`src/rtl/mips_pkg.sv`:
```
// Shared definitions for the pipelined MIPS core.
// Default datapath width, reset vector and the bubble word used by every stage.
package mips_pkg;

  localparam int          DEF_WIDTH    = 32;
  localparam int          DEF_CNT_W    = 16;
  localparam logic [31:0] DEF_RESET_PC = 32'h0000_0000;
  // sll $0,$0,0: architecturally a no-op, so a bubble never changes machine state.
  localparam logic [31:0] DEF_NOP      = 32'h0000_0000;

  typedef enum logic [1:0] {
    PC_SEQ    = 2'd0,
    PC_BRANCH = 2'd1,
    PC_JUMP   = 2'd2
  } pc_sel_e;

endpackage

```
`src/rtl/fetch_stage_if.sv`:
```
// Fetch-stage bundle: hazard/decode controls and instruction memory in, IF/ID state out.
// The slave modport is the fetch stage; the master is its environment.
interface fetch_stage_if #(
  parameter int WIDTH = 32,
  parameter int CNT_W = 16
);

  logic             StallF;
  logic             StallD;
  logic             FlushD;
  logic             JumpD;
  logic [WIDTH-1:0] PCJumpD;
  logic             BranchD;
  logic [WIDTH-1:0] PCBranchD;
  logic [WIDTH-1:0] IMRD;
  logic [WIDTH-1:0] PCF;
  logic [WIDTH-1:0] InstrD;
  logic [WIDTH-1:0] PCPlus1D;
  logic             ValidD;
  logic [CNT_W-1:0] InstrCount;

  modport master (
    output StallF, StallD, FlushD, JumpD, PCJumpD, BranchD, PCBranchD, IMRD,
    input  PCF, InstrD, PCPlus1D, ValidD, InstrCount
  );

  modport slave (
    input  StallF, StallD, FlushD, JumpD, PCJumpD, BranchD, PCBranchD, IMRD,
    output PCF, InstrD, PCPlus1D, ValidD, InstrCount
  );

endinterface

```
`src/rtl/pipeline_register.sv`:
```
// Generic pipeline register: async reset and synchronous clear both load CLR_VAL.
// A deasserted enable holds the contents and also blocks the clear.
module pipeline_register #(
  parameter int               WIDTH   = 32,
  parameter logic [WIDTH-1:0] CLR_VAL = '0
) (
  input  logic             clk,
  input  logic             reset,
  input  logic             i_en,
  input  logic             i_clr,
  input  logic [WIDTH-1:0] i_d,
  output logic [WIDTH-1:0] o_q
);

  logic [WIDTH-1:0] r_q;

  // NOTE: clocked state uses <= so every register samples pre-edge values in parallel.
  always_ff @(posedge clk or posedge reset) begin
    if (reset) begin
      r_q <= CLR_VAL;
    end else if (i_en) begin
      if (i_clr) begin
        r_q <= CLR_VAL;
      end else begin
        r_q <= i_d;
      end
    end
  end

  assign o_q = r_q;

endmodule

```
`src/rtl/fetch_stage.sv`:
```
// Instruction fetch: PC register, next-PC select, IF/ID register and a
// saturating count of instructions handed to decode.
module fetch_stage
  import mips_pkg::*;
#(
  parameter int               WIDTH    = DEF_WIDTH,
  parameter logic [WIDTH-1:0] RESET_PC = DEF_RESET_PC,
  parameter logic [WIDTH-1:0] NOP      = DEF_NOP,
  parameter int               CNT_W    = DEF_CNT_W
) (
  input  logic          clk,
  input  logic          reset,
  fetch_stage_if.slave  bus
);

  localparam int               IFID_W   = 2 * WIDTH + 1;
  localparam logic [IFID_W-1:0] IFID_CLR = {1'b0, {WIDTH{1'b0}}, NOP};

  pc_sel_e          w_pc_sel;
  logic [WIDTH-1:0] w_pc_plus1;
  logic [WIDTH-1:0] w_pc_next;
  logic [WIDTH-1:0] r_pc;

  // Sequential address wraps naturally modulo 2^WIDTH.
  assign w_pc_plus1 = r_pc + 1'b1;

  // NOTE: every always_comb output gets a default first, so no path can infer a latch.
  always_comb begin
    w_pc_sel = PC_SEQ;
    if (bus.JumpD) begin
      w_pc_sel = PC_JUMP;
    end else if (bus.BranchD) begin
      w_pc_sel = PC_BRANCH;
    end
  end

  always_comb begin
    w_pc_next = w_pc_plus1;
    case (w_pc_sel)
      PC_JUMP:   w_pc_next = bus.PCJumpD;
      PC_BRANCH: w_pc_next = bus.PCBranchD;
      default:   w_pc_next = w_pc_plus1;
    endcase
  end

  // StallF freezes the PC even with a redirect pending; the hazard unit re-presents it.
  always_ff @(posedge clk or posedge reset) begin
    if (reset) begin
      r_pc <= RESET_PC;
    end else if (!bus.StallF) begin
      r_pc <= w_pc_next;
    end
  end

  logic              w_ifid_en;
  logic              w_ifid_load;
  logic [IFID_W-1:0] w_ifid_d;
  logic [IFID_W-1:0] w_ifid_q;

  assign w_ifid_en   = !bus.StallD;
  assign w_ifid_load = !bus.StallD && !bus.FlushD;
  assign w_ifid_d    = {1'b1, w_pc_plus1, bus.IMRD};

  pipeline_register #(
    .WIDTH   (IFID_W),
    .CLR_VAL (IFID_CLR)
  ) u_if_id (
    .clk   (clk),
    .reset (reset),
    .i_en  (w_ifid_en),
    .i_clr (bus.FlushD),
    .i_d   (w_ifid_d),
    .o_q   (w_ifid_q)
  );

  logic [CNT_W-1:0] r_instr_count;

  always_ff @(posedge clk or posedge reset) begin
    if (reset) begin
      r_instr_count <= '0;
    end else if (w_ifid_load && (r_instr_count != {CNT_W{1'b1}})) begin
      r_instr_count <= r_instr_count + 1'b1;
    end
  end

  assign bus.PCF        = r_pc;
  assign bus.ValidD     = w_ifid_q[IFID_W-1];
  assign bus.PCPlus1D   = w_ifid_q[2*WIDTH-1:WIDTH];
  assign bus.InstrD     = w_ifid_q[WIDTH-1:0];
  assign bus.InstrCount = r_instr_count;

endmodule

```
`src/flat_wrapper.sv`:
```
// flat-port wrapper written by rule: the top's interface ports become plain ports
module fetch_stage_flat import mips_pkg::*;
#(
  parameter int               WIDTH    = DEF_WIDTH,
  parameter logic [WIDTH-1:0] RESET_PC = DEF_RESET_PC,
  parameter logic [WIDTH-1:0] NOP      = DEF_NOP,
  parameter int               CNT_W    = DEF_CNT_W
)
  (clk, reset, bus_StallF, bus_StallD, bus_FlushD, bus_JumpD, bus_PCJumpD, bus_BranchD, bus_PCBranchD, bus_IMRD, bus_PCF, bus_InstrD, bus_PCPlus1D, bus_ValidD, bus_InstrCount);
  fetch_stage_if #(.WIDTH(WIDTH), .CNT_W(CNT_W)) bus_i ();
  input  logic clk;
  input  logic reset;
  input wire logic [$bits(bus_i.StallF)-1:0] bus_StallF;
  input wire logic [$bits(bus_i.StallD)-1:0] bus_StallD;
  input wire logic [$bits(bus_i.FlushD)-1:0] bus_FlushD;
  input wire logic [$bits(bus_i.JumpD)-1:0] bus_JumpD;
  input wire logic [$bits(bus_i.PCJumpD)-1:0] bus_PCJumpD;
  input wire logic [$bits(bus_i.BranchD)-1:0] bus_BranchD;
  input wire logic [$bits(bus_i.PCBranchD)-1:0] bus_PCBranchD;
  input wire logic [$bits(bus_i.IMRD)-1:0] bus_IMRD;
  output wire logic [$bits(bus_i.PCF)-1:0] bus_PCF;
  output wire logic [$bits(bus_i.InstrD)-1:0] bus_InstrD;
  output wire logic [$bits(bus_i.PCPlus1D)-1:0] bus_PCPlus1D;
  output wire logic [$bits(bus_i.ValidD)-1:0] bus_ValidD;
  output wire logic [$bits(bus_i.InstrCount)-1:0] bus_InstrCount;
  assign bus_i.StallF = bus_StallF;
  assign bus_i.StallD = bus_StallD;
  assign bus_i.FlushD = bus_FlushD;
  assign bus_i.JumpD = bus_JumpD;
  assign bus_i.PCJumpD = bus_PCJumpD;
  assign bus_i.BranchD = bus_BranchD;
  assign bus_i.PCBranchD = bus_PCBranchD;
  assign bus_i.IMRD = bus_IMRD;
  assign bus_PCF = bus_i.PCF;
  assign bus_InstrD = bus_i.InstrD;
  assign bus_PCPlus1D = bus_i.PCPlus1D;
  assign bus_ValidD = bus_i.ValidD;
  assign bus_InstrCount = bus_i.InstrCount;
  fetch_stage #(.WIDTH(WIDTH), .RESET_PC(RESET_PC), .NOP(NOP), .CNT_W(CNT_W)) u_core (.clk(clk), .reset(reset), .bus(bus_i));
endmodule
```
`config.mk`:
```
export PLATFORM = sky130hd
export DESIGN_NAME = fetch_stage_flat
export DESIGN_NICKNAME = d
export VERILOG_FILES = /design/src/rtl/mips_pkg.sv /design/src/rtl/fetch_stage_if.sv /design/src/rtl/pipeline_register.sv /design/src/rtl/fetch_stage.sv /design/src/flat_wrapper.sv
export SDC_FILE = /design/constraint.sdc
export NUM_CORES = 1
export LEC_CHECK = 0
export CAP_MARGIN = 5
export CORE_ASPECT_RATIO = 1.5
export CORE_MARGIN = 3
export CORE_UTILIZATION = 49
export DETAILED_ROUTE_END_ITERATION = 10
export GPL_TIMING_DRIVEN = 0
export HOLD_SLACK_MARGIN = 0.08
export PLACE_DENSITY = 0.86
export SKIP_CTS_REPAIR_TIMING = 1
export SLEW_MARGIN = 10
export SYNTH_ARGS = -nofsm -noshare
export SYNTH_HDL_FRONTEND = slang
export SYNTH_SLANG_ARGS = --single-unit
```
`constraint.sdc`:
```
create_clock -name clk -period 8.4 [get_ports clk]
set_clock_uncertainty 0.15 [all_clocks]
set_input_delay 0.84 -clock clk [delete_from_list [all_inputs] [get_ports clk]]
set_output_delay 0.84 -clock clk [all_outputs]
set_load 0.02 [all_outputs]
```
==> flow_summary.json, run 1 <==
{
  "ys_warn_count": 0,
  "final_area_um2": 9060,
  "num-fill-cells": 848,
  "timing.final.crit_share_pct": 38.4,
  "power_switching_mw": 0.603,
  "syn_nets": 764,
  "p_int_mw": 1.27,
  "placed_area_um2": 8510,
  "drive_gt1_share_pct": 5.86,
  "cts_max_level": 4,
  "grt_usage_pct": 35.2,
  "grt_start_max_net_pins": 72,
  "crit_type": "primary input to flop",
  "cts_tree": "done",
  "async_reset_ff_share_pct": 100,
  "worstPathArrival_ns": 3.39,
  "io_buffers": 213,
  "start_util_pct": 50.7,
  "end_kind": "flop",
  "fin_util_pct": 74.6,
  "synthFlopType": "dfrtp_1",
  "p_per_area_nw_per_um2": 206,
  "yosysSeqAreaShare_pct": 46.0,
  "status": "completed",
  "die-area_um2": 14000,
  "cts.path.max_buffers": 2,
  "synth.distinct_cells": 65,
  "rsz0062_at_grt": "false",
  "grt_first_pass_wirelength_um": 38200,
  "min_period_ns": 3.23,
  "peakVddDrop_uv": 122,
  "slew_viol_final": 0,
  "finalSetupViolCount": 0,
  "synth.cells.most_frequent": "dfrtp_1, nand2_1, a21oi_1, clkbuf_1, a22o_1",
  "p_leak_nw": 3.60,
  "drt_drc_violations_left": 0,
  "max_freq_mhz": 310,
  "crit_path_start": "bus_BranchD",
  "area_delta_synth_final_pct": 47.2,
  "clock-sinks": 113,
  "dp_hpwl_um": 18000,
  "io_pins": 216,
  "slew_headroom_pct": 19.1,
  "synth_most_common_cell": "dfrtp_1",
  "netlist_top_cells_area": "dfrtp_1, a22o_1, a21oi_1",
  "clock_latency_ns": 0.41,
  "synthCells": 659,
  "hold_path_class": "flop to flop",
  "drtIter0Drc": 665,
  "finalWirelength_um": 24800,
  "via_per_inst": 6.45,
  "diodes": 0,
  "yosys.area.top_type_share_pct": 46.0,
  "maxCapViolCount": 0,
  "synth_seq_cells": 113,
  "crit_fanout": 10,
  "coreArea_um2": 12100,
  "globalplace.congestion": 0.938,
  "crit_path_start_kind": "primary input",
  "grt_pass1_vias": 7066,
  "whs_ns": 0.334,
  "crit_end": "u_core.bus.PCF[9]",
  "p_seq_share_pct": 37.0,
  "drt-wirelength-per-cell_um": 23.5,
  "tightest_slew_ns": 1.21,
  "swShare_pct": 32.2,
  "r2r_setup_slack_ns": 5.53,
  "cts-root-buf": "clkbuf_16",
  "die_height_um": 143,
  "firstDrtPassIters": 5,
  "via_count": 6829,
  "nets": 997,
  "p_clk_share_pct": 36.1,
  "cp.required_ns": 8.56,
  "total_power_mw": 1.87,
  "synth_area_leader_cell": "dfrtp_1",
  "synth_edf_count": 0,
  "clk_pin_slew_ns": 0.05,
  "syn_avg_cell_area_um2": 9.34,
  "die_w_um": 97.5,
  "rows": 49,
  "cts_buffers": 17,
  "grt-ovfl-total": 0,
  "p_comb_share_pct": 26.9,
  "hold_violations": 0,
  "syn_area_um2": 6150,
  "setup-tns-final_ns": 0,
  "reg2reg_from": "u_core.bus.PCF[0]",
  "r2r_end": "u_core.u_if_id.o_q[54]",
  "r2r_cells": 6,
  "ant_nets": 0,
  "antenna_found_initial": 0
}
registers in the layout, summed over array words and instances, names as in the netlist:
register / count
u_core.bus.InstrCount: 16
u_core.u_if_id.o_q: 65
u_core.bus.PCF: 32
routing by layer:
metal  vias up  track usage (%)  wire length [um]
met5         -                0                 0
met4         0             23.9              1550
met3       114             8.26              2040
met2       438             61.0             12600
met1      3308             38.1              8660
li1       2969                -                 -
worst max-delay path: stages:
cell             delay, ns
clkdlybuf4s50_1       0.44
clkbuf_1              0.25
nor2_1                0.97
clkbuf_1              0.52
a21oi_1               0.16
o22ai_1               0.20
per-stage QoR:
step | cells | setup WS [ns]
global placement | 1025 | 2.89
global route | 1058 | 5.12
floorplan | 659 | 4.42
finish | 1058 | 5.17
CTS | 1058 | 5.34
detailed placement | 1026 | 4.95
worst min-delay path by stage:
stage	startpoint	endpoint	slack, ns	depth (start not counted)
after floorplan	u_core.u_if_id.o_q[33]	u_core.u_if_id.o_q[33]	0.44	2
after global placement	u_core.u_if_id.o_q[36]	u_core.u_if_id.o_q[36]	0.32	2
after detailed placement	u_core.u_if_id.o_q[46]	u_core.u_if_id.o_q[46]	0.32	2
after CTS	u_core.u_if_id.o_q[64]	u_core.u_if_id.o_q[64]	0.34	1
after global routing	u_core.u_if_id.o_q[64]	u_core.u_if_id.o_q[64]	0.36	1
final	u_core.u_if_id.o_q[64]	u_core.u_if_id.o_q[64]	0.33	1
cells by family (layout without fill, tap and decap cells):
family,count (synthesis),in the layout,synth area share (%)
AO/OA/AOI/OAI,206,206,23.5
XOR/XNOR,28,28,3.99
adder cells (fa/ha/maj),2,2,0.407
buffers and inverters,75,321,4.80
flip-flops,113,113,46.0
multiplexers,2,2,0.346
AND/OR/NAND/NOR,233,233,21.0
power by group through the flow:
| stage | Clock [mW] | Sequential (mW) | Combinational, mW |
|---|---|---|---|
| 2_1_floorplan | 0 | 0.761 | 0.166 |
| 3_3_place_gp | 0 | 0.691 | 0.484 |
| 3_5_place_dp | 0 | 0.696 | 0.497 |
| 4_1_cts | 0.676 | 0.689 | 0.502 |
| 5_1_grt | 0.704 | 0.700 | 0.534 |
| 6_report | 0.675 | 0.692 | 0.504 |
placed cells by master (no fill, tap or decap), drive strengths merged, types with 4 or more instances in the layout:
cell type	netlist	routed
nor3	29	29
a2111oi	4	4
and3	9	9
nand4	18	18
clkbuf	45	67
o311ai	8	8
nand3	25	25
dfrtp	113	113
o21ai	39	39
clkdlybuf4s50	0	213
o31ai	6	6
nor3b	4	4
nor2	16	16
nand2	60	60
a221o	11	11
or3	11	11
nor4	15	15
clkinv	0	6
and2	9	9
xnor2	24	24
o22ai	8	8
a22o	42	42
xor2	4	4
nand3b	11	11
a2bb2oi	4	4
and4	7	7
a21oi	45	45
o211ai	8	8
buf	11	12
or2	4	4
a31oi	8	8
inv	19	19
or3b	5	5
area by class of cell:
type / instances / area, um2 / area share, %
Timing Repair Buffer: 214 / 2160 / 23.8
Tap cell: 153 / 191 / 2.11
Inverter: 19 / 76.3 / 0.842
Sequential cell: 113 / 2830 / 31.2
Buffer: 56 / 224 / 2.47
Multi-Input combinational cell: 471 / 3030 / 33.4
Clock inverter: 10 / 86.3 / 0.953
Clock buffer: 22 / 464 / 5.12
(Power assumes the default switching activity.)
==> inputs of run 2 (changes only) <==
--- a/config.mk
+++ b/config.mk
@@ -8,11 +8,11 @@
 export CAP_MARGIN = 5
 export CORE_ASPECT_RATIO = 1.5
 export CORE_MARGIN = 3
-export CORE_UTILIZATION = 49
+export CORE_UTILIZATION = 46
 export DETAILED_ROUTE_END_ITERATION = 10
 export GPL_TIMING_DRIVEN = 0
 export HOLD_SLACK_MARGIN = 0.08
-export PLACE_DENSITY = 0.86
+export PLACE_DENSITY = 0.81
 export SKIP_CTS_REPAIR_TIMING = 1
 export SLEW_MARGIN = 10
 export SYNTH_ARGS = -nofsm -noshare
==> constraint.sdc (replaced) <==
create_clock -name clk -period 3.3 [get_ports clk]
set_clock_uncertainty 0.15 [all_clocks]
set_input_delay 0.33 -clock clk [delete_from_list [all_inputs] [get_ports clk]]
set_output_delay 0.33 -clock clk [all_outputs]
set_load 0.02 [all_outputs]
==> flow_summary.json, run 2 (synthesis results as in run 1) <==
{
  "status": "completed",
  "io_buffers": 213,
  "cts-root-buf": "clkbuf_16",
  "p_per_area_nw_per_um2": 518,
  "dp_hpwl_um": 17400,
  "drtIter0Drc": 634,
  "multiInputGateArea_um2": 3030,
  "via_per_inst": 6.29,
  "die_height_um": 148,
  "crit_fanout": 10,
  "p_leak_nw": 3.61,
  "cp.required_ns": 3.43,
  "crit_path_start_kind": "flop",
  "slew_headroom_pct": 36.2,
  "cts_max_level": 4,
  "max_freq_mhz": 351,
  "peakVddDrop_uv": 338,
  "grt-ovfl-total": 0,
  "diodes": 0,
  "layout.cells.non_filler": 1064,
  "hold_violations": 0,
  "grt_usage_pct": 31.2,
  "min_period_ns": 2.85,
  "layout_commonest_cell": "clkdlybuf4s50_1",
  "grt_start_max_net_pins": 36,
  "clock_latency_ns": 0.41,
  "layout_common_cells": "clkdlybuf4s50_1, dfrtp_1, nand2_1",
  "maxCapViolCount": 0,
  "clk_pin_slew_ns": 0.06,
  "setup-tns-final_ns": 0,
  "drt-wirelength-per-cell_um": 21.7,
  "crit_type": "flop to flop",
  "firstDrtPassIters": 5,
  "area_delta_synth_final_pct": 47.8,
  "drt_drc_violations_left": 0,
  "dp.cells": 1034,
  "die_w_um": 100,
  "cts_buffers": 17,
  "worstPathArrival_ns": 2.98,
  "globalplace.congestion": 0.945,
  "hold_path_class": "primary input to asynchronous set/reset pin",
  "drive_gt1_share_pct": 6.08,
  "fin_util_pct": 69.9,
  "clock-sinks": 113,
  "nets": 999,
  "cts_tree": "done",
  "num-fill-cells": 1048,
  "grt_pass1_vias": 6778,
  "via_count": 6695,
  "tightest_slew_ns": 0.953,
  "whs_ns": 0.171,
  "rsz0062_at_grt": "false",
  "cts.path.max_buffers": 2,
  "largest_reg_flops": 65,
  "io_pins": 216,
  "die-area_um2": 14800,
  "total_power_mw": 4.71,
  "grt_first_pass_wirelength_um": 36100,
  "regArea_um2": 2830,
  "finalWirelength_um": 23100,
  "finalSetupViolCount": 0,
  "end_kind": "flop",
  "rows": 51,
  "slew_viol_final": 0,
  "start_util_pct": 47.3,
  "timing.final.crit_share_pct": 86.2,
  "ant_nets": 0,
  "coreArea_um2": 13000,
  "antenna_found_initial": 0
}
run 2: cell types whose count changed in the layout (fill, tap and decap cells not counted), sizes merged:
| cell | delta |
|---|---|
| inv | -1 |
| clkinvlp | +2 |
| clkbuf | -2 |
| clkinv | -1 |
| buf | +2 |
run 2: worst max-delay path: stages, from the launching register on:
cell and delay, ns:
dfrtp_1 0.53, ha_1 0.34, nand4_1 0.25, nor4_1 0.66, buf_2 0.38, a31oi_1 0.12, a221o_1 0.28
run 2: area by class of cell:
class	count	area share (%)
Multi-Input combinational cell	471	33.3
Sequential cell	113	31.1
Timing Repair Buffer	216	24.1
Clock buffer	20	5.02
Buffer	56	2.46
Tap cell	159	2.19
Clock inverter	10	0.977
Inverter	19	0.826
run 2: path summary, 6_finish.rpt:
| path | startpoint | end | slack [ns] | cells after the start |
|---|---|---|---|---|
| max reg2reg | u_core.bus.PCF[0] | u_core.u_if_id.o_q[54] | 0.45 | 6 |
| max | u_core.bus.PCF[0] | u_core.u_if_id.o_q[54] | 0.45 | 6 |
| max in group asynchronous | reset | u_core.bus.PCF[27] | 2.06 | 4 |
| min | reset | u_core.u_if_id.o_q[38] | 0.17 | 2 |
| min in group clk | u_core.u_if_id.o_q[64] | u_core.u_if_id.o_q[64] | 0.34 | 1 |
| min reg2reg | u_core.u_if_id.o_q[64] | u_core.u_if_id.o_q[64] | 0.34 | 1 |
run 2: report_power, final:
part           switching (mW)  internal [mW]
Combinational           0.664          0.608
Sequential              0.197           1.56
Clock                   0.630           1.06
run 2: per-stage QoR:
stage	cell area (um2)	setup slack [ns]
CTS	9090	0.517
floorplan	6160	0.945
finish	9090	0.455
global route	9090	0.278
global placement	8490	0.384
detailed placement	8550	0.407
run 2: metal layers:
| layer | vias to the layer above | wire (um) | part of all wire [%] | global-route usage (%) |
|---|---|---|---|---|
| met5 | - | 0 | 0 | 0 |
| met4 | 0 | 1380 | 6.0 | 18.1 |
| met3 | 109 | 2080 | 9.0 | 6.56 |
| li1 | 2971 | - | - | - |
| met1 | 3127 | 8280 | 36 | 37.2 |
| met2 | 488 | 11400 | 49 | 51.5 |
==> inputs of run 3 (changes only) <==
--- a/config.mk
+++ b/config.mk
@@ -6,13 +6,15 @@
 export NUM_CORES = 1
 export LEC_CHECK = 0
 export CAP_MARGIN = 5
+export CELL_PAD_IN_SITES_DETAIL_PLACEMENT = 0
+export CELL_PAD_IN_SITES_GLOBAL_PLACEMENT = 2
 export CORE_ASPECT_RATIO = 1.5
 export CORE_MARGIN = 3
-export CORE_UTILIZATION = 46
+export CORE_UTILIZATION = 27
 export DETAILED_ROUTE_END_ITERATION = 10
 export GPL_TIMING_DRIVEN = 0
 export HOLD_SLACK_MARGIN = 0.08
-export PLACE_DENSITY = 0.81
+export PLACE_DENSITY_LB_ADDON = 0.1
 export SKIP_CTS_REPAIR_TIMING = 1
 export SLEW_MARGIN = 10
 export SYNTH_ARGS = -nofsm -noshare
==> flow_summary.json, run 3 (synthesis results as in run 1) <==
{
  "layout_commonest_cell": "clkdlybuf4s50_1",
  "finalWirelength_um": 25100,
  "ant_nets": 0,
  "dp_hpwl_um": 19200,
  "timing.final.crit_share_pct": 92.7,
  "hold_violations": 0,
  "total_power_mw": 4.88,
  "place_ws_ns": 0.250,
  "nets": 999,
  "largest_reg_flops": 65,
  "crit_fanout": 10,
  "crit_path_start_kind": "flop",
  "rows": 67,
  "peakVddDrop_uv": 367,
  "reg2reg_from": "u_core.bus.PCF[0]",
  "cts.path.max_buffers": 2,
  "clock-sinks": 113,
  "max_freq_mhz": 327,
  "via_per_inst": 5.36,
  "crit_type": "flop to flop",
  "cts_tree": "done",
  "via_count": 6335,
  "io_buffers": 213,
  "die-area_um2": 24700,
  "layout_common_cells": "clkdlybuf4s50_1, dfrtp_1, nand2_1",
  "finalSetupViolCount": 0,
  "drt-wirelength-per-cell_um": 21.2,
  "globalplace.congestion": 0.867,
  "area_delta_synth_final_pct": 51.0,
  "antenna_found_initial": 0,
  "start_util_pct": 27.5,
  "end_kind": "flop",
  "firstDrtPassIters": 5,
  "coreArea_um2": 22400,
  "clk_pin_slew_ns": 0.06,
  "grt_start_max_net_pins": 37,
  "cts_max_level": 4,
  "clock_latency_ns": 0.43,
  "die_height_um": 191,
  "r2r_cells": 6,
  "p_per_area_nw_per_um2": 525,
  "drive_gt1_share_pct": 6.39,
  "r2r_end": "u_core.u_if_id.o_q[54]",
  "hold_path_class": "primary input to asynchronous set/reset pin",
  "maxCapViolCount": 0,
  "layout_setup_ws_ns": 0.240,
  "grt-ovfl-total": 0,
  "grt_first_pass_wirelength_um": 38300,
  "setup-tns-final_ns": 0,
  "cp.required_ns": 3.45,
  "p_leak_nw": 3.64,
  "min_period_ns": 3.06,
  "r2r_setup_slack_ns": 0.24,
  "io_pins": 216,
  "drt_drc_violations_left": 0,
  "crit_path_start": "u_core.bus.PCF[0]",
  "worstPathArrival_ns": 3.21,
  "grt_usage_pct": 20.4,
  "rsz0062_at_grt": "false",
  "fin_util_pct": 41.5,
  "diodes": 0,
  "status": "completed",
  "grt_pass1_vias": 6410,
  "cts-root-buf": "clkbuf_16",
  "cts_buffers": 17,
  "drtIter0Drc": 359,
  "die_w_um": 129,
  "slew_viol_final": 0,
  "slew_headroom_pct": 29.9,
  "tightest_slew_ns": 1.04
}
-- run 3: changes by cell type in the layout (fill, tap and decap cells not counted) --
cell        change
bufinv_16       +1
clkbuf_1        -1
clkbuf_8        +1
clkinv_2        -1
clkinv_4        +2
clkinvlp_4      -1
inv_6           +1
-- run 3: report_power, final --
group	switching [mW]	internal [mW]
Combinational	0.663	0.608
Sequential	0.201	1.55
Clock	0.686	1.17
Total	1.55	3.33
-- run 3: metal layers --
metal | track usage (%) | vias to the layer above | wire length, um
met5 | 0 | - | 0
met4 | 7.19 | 0 | 463
met3 | 4.75 | 32 | 1690
met2 | 34.7 | 274 | 12700
met1 | 25.2 | 3053 | 10300
li1 | - | 2976 | -
-- run 3: worst max path at each step --
stage / endpoint / slack [ns]
2_1_floorplan: u_core.u_if_id.o_q[56] / 0.95
4_1_cts: u_core.u_if_id.o_q[54] / 0.24
3_5_place_dp: u_core.u_if_id.o_q[54] / 0.25
6_report: u_core.u_if_id.o_q[54] / 0.24
5_1_grt: u_core.bus.PCF[26] / 0.07
3_3_place_gp: u_core.bus.PCF[31] / 0.18
-- run 3: through the flow --
stage / cell area (um2) / instances / hold WS, ns
after detailed placement: 8690 / 1151 / 0.326
after global routing: 9290 / 1183 / 0.0977
after CTS: 9290 / 1183 / 0.0675
final: 9290 / 1183 / 0.0845
after global placement: 8630 / 1148 / 0.316
after floorplan: 6160 / 659 / 0.309
-- run 3: worst max-delay path: stages (launching register included) --
cell     delay, ns
dfrtp_1       0.52
ha_1          0.38
nand4_1       0.28
nor4_1        0.82
buf_2         0.40
a31oi_1       0.12
a221o_1       0.26
-- run 3: area by class of cell --
type,count,area (um2)
Buffer,56,224
Clock buffer,20,467
Clock inverter,12,133
Multi-Input combinational cell,471,3030
Inverter,19,75.1
Timing Repair Buffer,216,2190
Tap cell,276,345
Fill cell,2204,13100
Sequential cell,113,2830
